### config.mk
export PLATFORM = sky130hd
export DESIGN_NAME = bshift_seq
export DESIGN_NICKNAME = d
export VERILOG_FILES = /design/src/rtl/bshift_seq.sv
export SDC_FILE = /design/constraint.sdc
export NUM_CORES = 1
export LEC_CHECK = 0
export CORE_ASPECT_RATIO = 0.9
export CORE_MARGIN = 5
export CORE_UTILIZATION = 43
export CTS_BUF_LIST = sky130_fd_sc_hd__clkbuf_16
export CTS_CLUSTER_SIZE = 25
export DETAILED_ROUTE_END_ITERATION = 10
export PLACE_DENSITY = 0.9
export SLEW_MARGIN = 15
export SYNTH_ARGS = -nofsm -noshare
export SYNTH_HDL_FRONTEND = slang
export SYNTH_SLANG_ARGS = --single-unit
### constraint.sdc
create_clock -name bshift_seq_fsys -period 4 [get_ports bshift_seq_fsys]
set_clock_uncertainty 0.2 [all_clocks]
set_input_delay 0.6 -clock bshift_seq_fsys [delete_from_list [all_inputs] [get_ports bshift_seq_fsys]]
set_output_delay 0.6 -clock bshift_seq_fsys [all_outputs]
set_load 0.005 [all_outputs]
### src/rtl/bshift_seq.sv
// Sequencing controller for the barrel-shifter datapath: loads a value, then
// applies the latched rotate once every DIV clocks for the programmed step count.
module bshift_seq #(
  parameter int unsigned WIDTH   = 8,
  parameter int unsigned SHW     = 3,
  parameter int unsigned STEPS_W = 4,
  parameter int unsigned DIV     = 4
) (
  input  logic               bshift_seq_fsys,
  input  logic               bshift_seq_rst,
  input  logic               bshift_seq_start,
  input  logic [WIDTH-1:0]   bshift_seq_data,
  input  logic [SHW-1:0]     bshift_seq_amt,
  input  logic               bshift_seq_dir,
  input  logic [STEPS_W-1:0] bshift_seq_steps,
  input  logic               bshift_seq_abort,
  output logic [WIDTH-1:0]   bshift_seq_sh_in,
  output logic [SHW-1:0]     bshift_seq_sh_amt,
  output logic               bshift_seq_sh_dir,
  input  logic [WIDTH-1:0]   bshift_seq_sh_out,
  output logic [WIDTH-1:0]   bshift_seq_q,
  output logic [STEPS_W-1:0] bshift_seq_remaining,
  output logic               bshift_seq_busy,
  output logic               bshift_seq_done
);

  // Tick counter keeps at least one bit so DIV=1 still elaborates.
  localparam int unsigned TW = (DIV > 1) ? $clog2(DIV) : 1;
  localparam logic [TW-1:0] TICK_LAST = TW'(DIV - 1);

  typedef enum logic [1:0] {
    IDLE,
    RUN,
    DONE
  } state_t;

  state_t             state, state_next;
  logic [WIDTH-1:0]   q, q_next;
  logic [STEPS_W-1:0] remaining, remaining_next;
  logic [SHW-1:0]     amt, amt_next;
  logic               dir, dir_next;
  logic [TW-1:0]      tick, tick_next;

  always_ff @(posedge bshift_seq_fsys) begin
    if (bshift_seq_rst) begin
      state     <= IDLE;
      q         <= '0;
      remaining <= '0;
      amt       <= '0;
      dir       <= 1'b0;
      tick      <= '0;
    end else begin
      state     <= state_next;
      q         <= q_next;
      remaining <= remaining_next;
      amt       <= amt_next;
      dir       <= dir_next;
      tick      <= tick_next;
    end
  end

  always_comb begin
    state_next     = state;
    q_next         = q;
    remaining_next = remaining;
    amt_next       = amt;
    dir_next       = dir;
    tick_next      = tick;
    case (state)
      IDLE: begin
        if (bshift_seq_start) begin
          q_next         = bshift_seq_data;
          amt_next       = bshift_seq_amt;
          dir_next       = bshift_seq_dir;
          remaining_next = bshift_seq_steps;
          tick_next      = '0;
          state_next     = (bshift_seq_steps == '0) ? DONE : RUN;
        end
      end
      RUN: begin
        // Abort takes priority over a coinciding shift step.
        if (bshift_seq_abort) begin
          state_next = IDLE;
        end else if (tick == TICK_LAST) begin
          q_next         = bshift_seq_sh_out;
          remaining_next = remaining - STEPS_W'(1);
          tick_next      = '0;
          if (remaining == STEPS_W'(1)) begin
            state_next = DONE;
          end
        end else begin
          tick_next = tick + TW'(1);
        end
      end
      DONE: begin
        state_next = IDLE;
      end
      default: begin
        state_next = IDLE;
      end
    endcase
  end

  assign bshift_seq_sh_in     = q;
  assign bshift_seq_sh_amt    = amt;
  assign bshift_seq_sh_dir    = dir;
  assign bshift_seq_q         = q;
  assign bshift_seq_remaining = remaining;
  assign bshift_seq_busy      = (state == RUN);
  assign bshift_seq_done      = (state == DONE);

endmodule
==> results.py <==
metrics = {
    "outcome": {
        "status": "finished, final reports clean",
    },
    "layout": {
        "nets": 200,
        "antennaDiodeCount": 0,
        "n_fill_cell": 186,
        "final_cell_mix": "clkdlybuf4s50_1 (53), nand2_1 (29), dfxtp_1 (20), nor3_1 (9), a21oi_1 (9)",
        "drive_gt1_frac": 0.0536,
        "final_common_cell": "clkdlybuf4s50_1",
        "final_cells": 196,
        "final_area_um2": 1640,
        "syn_to_final_growth_pct": 48.8,
    },
    "setup_path": {
        "required_ns": 3.20,
        "end_kind": "output port",
        "reg2reg_depth": 3,
        "worst-setup-path-type": "register to output port",
        "start_kind": "register",
        "critPathMaxFanout": 15,
        "cp.arrival_ns": 1.90,
    },
    "route": {
        "wirelength_um": 3410,
        "drcViolationCount": 0,
        "wl_per_cell_um": 17.4,
        "vias": 1132,
        "via_per_inst": 5.78,
        "drt-initial-drc-count": 74,
        "dr.pass1.iters": 4,
        "ant_nets": 0,
    },
    "placement": {
        "dp_slack_ns": 1.55,
        "place.gp.congestion": 0.820,
        "post-dp-hpwl_um": 2330,
        "dpl.cell_count": 192,
        "io_buffers": 53,
        "place_area_um2": 1530,
    },
    "floorplanning": {
        "io-pin-count": 54,
        "die_y_um": 58.0,
        "die_x_um": 63.3,
        "row_count": 17,
        "core_area_um2": 2450,
        "dieArea_um2": 3670,
        "initial_utilization": 0.450,
    },
    "worst_hold_path": {
        "holdPathStages": 2,
        "holdCritPathClass": "register to register",
    },
    "global_route": {
        "grt_pass1_vias": 1155,
        "grt_pass1_wl_um": 5470,
        "grt.total_usage": 0.186,
        "grt_max_degree": 22,
        "grt.overflow.total": 0,
        "antenna_found_initial": 0,
    },
    "logic_synthesis": {
        "syn_avg_cell_area_um2": 8.59,
        "synth_cell_types": 30,
        "syn_nets": 159,
        "ys_ff_latch": 20,
        "synth-seq-area-share": 0.364,
        "yosysWarnings": 0,
        "syn_inst": 128,
        "syn-cell-area_um2": 1100,
    },
    "sta": {
        "timing.fmax_mhz": 370,
        "worst_pin_slew_ns": 0.766,
        "final-hold-violation-count": 0,
        "fin_setup_tns_ns": 0,
        "layout_setup_ws_ns": 1.30,
        "fin_crit_sh": 0.675,
        "finalSetupViolCount": 0,
        "max-slew-margin-rel": 0.488,
        "fin_crit_ns": 2.70,
        "rsz0062_at_grt": "false",
        "slew_violations": 0,
    },
    "flow_run": {
        "maxCapViolations": 0,
    },
    "clocking": {
        "clk_pin_slew_worst_paths_ns": 0.06,
        "cts_sinks": 20,
        "cts_tree": "built",
        "clock_latency_ns": 0.25,
        "cts-resized-gates": 0,
        "cts-hold-fix-buffers": 0,
        "h-tree-depth": 1,
        "cts_buffer_depth": 2,
        "root_buffer": "clkbuf_16",
        "numCtsBuffers": 3,
        "post-cts-setup-buffer-count": 0,
    },
    "power": {
        "cellLeakagePower_nw": 0.597,
        "power_per_cell_area_nw_per_um2": 390,
        "vdd_ir_drop_max_mv": 0.305,
    },
}
-- critical path, stage by stage (launching register included) --
cell and delay (ns):
dfxtp_1 0.58, nand2b_4 0.19, inv_1 0.30, clkdlybuf4s50_1 0.57
-- logic make-up (layout without fill, tap and decap cells) --
logic type | count (synthesis) | after routing | share of synthesized area
and+or+nand+nor | 57 | 57 | 0.286
adders and majority gates | 3 | 3 | 0.0341
DFF | 20 | 20 | 0.364
buffers and inverters | 21 | 61 | 0.135
AOI/OAI and AO/OA | 27 | 27 | 0.181
-- state kept, by name, summed over array words and instances, names as in the netlist --
| name | cells |
|---|---|
| bshift_seq_q | 8 |
| bshift_seq_remaining | 4 |
| bshift_seq_sh_amt | 3 |
| bshift_seq_sh_dir | 1 |
| state | 2 |
| tick | 2 |
-- worst paths after layout --
kind	end	slack, ns	from
max	bshift_seq_busy	1.30	state[0]
min	bshift_seq_sh_amt[0]	0.26	bshift_seq_sh_amt[0]
max reg2reg	bshift_seq_remaining[0]	2.12	state[0]
min reg2reg	bshift_seq_sh_amt[0]	0.26	bshift_seq_sh_amt[0]
-- cell usage after synthesis --
cell / number / area (um^2)
nor4bb_1: 1 / 10.0
o221ai_1: 1 / 8.76
a2bb2oi_1: 2 / 17.5
dfxtp_1: 20 / 400
nor4_1: 1 / 6.26
nand2_1: 29 / 109
nand2b_4: 1 / 13.8
inv_1: 4 / 15.0
nor2_1: 4 / 15.0
o32ai_1: 2 / 17.5
a21oi_1: 9 / 45.0
nor3_1: 9 / 45.0
o32a_1: 1 / 10.0
and4bb_2: 2 / 25.0
or3b_4: 1 / 11.3
a221oi_1: 1 / 8.76
a22oi_1: 2 / 15.0
buf_2: 2 / 10.0
nor2b_1: 1 / 6.26
ha_1: 3 / 37.5
nand3b_1: 3 / 22.5
clkbuf_1: 2 / 7.51
nand4bb_1: 1 / 11.3
nor3b_4: 1 / 18.8
a311oi_1: 8 / 70.1
nand3_1: 1 / 5.00
o22ai_1: 1 / 6.26
buf_6: 5 / 56.3
buf_4: 8 / 60.1
nor3b_1: 2 / 15.0
-- power by group --
| part | switching [mW] | internal, mW |
|---|---|---|
| combinational | 0.0532 | 0.0833 |
| clock | 0.0741 | 0.198 |
| sequential | 0.0153 | 0.214 |
| total | 0.143 | 0.496 |
-- through the flow --
stage,power (mW),hold WS (ns),utilization
5_1_grt,0.661,0.284,0.669
6_report,0.639,0.257,0.669
3_5_place_dp,0.367,0.257,0.626
2_1_floorplan,0.300,0.253,-
4_1_cts,0.639,0.262,0.669
3_3_place_gp,0.363,0.244,0.626
-- routing by layer --
layer,up-vias,GRT usage,share of wire
met4,0,0.0890,0.030
met5,-,0,0
li1,534,-,-
met3,11,0.0407,0.097
met1,513,0.221,0.39
met2,74,0.322,0.48
-- layout make-up --
type / count / area (um^2) / area share
Clock buffer: 3 / 75.1 / 0.0459
Clock inverter: 1 / 30.0 / 0.0183
Sequential cell: 20 / 400 / 0.245
Timing Repair Buffer: 53 / 531 / 0.324
Tap cell: 28 / 35.0 / 0.0214
Multi-Input combinational cell: 87 / 551 / 0.336
Inverter: 4 / 15.0 / 0.00917
Note: power is estimated with default switching activity, not from simulation.
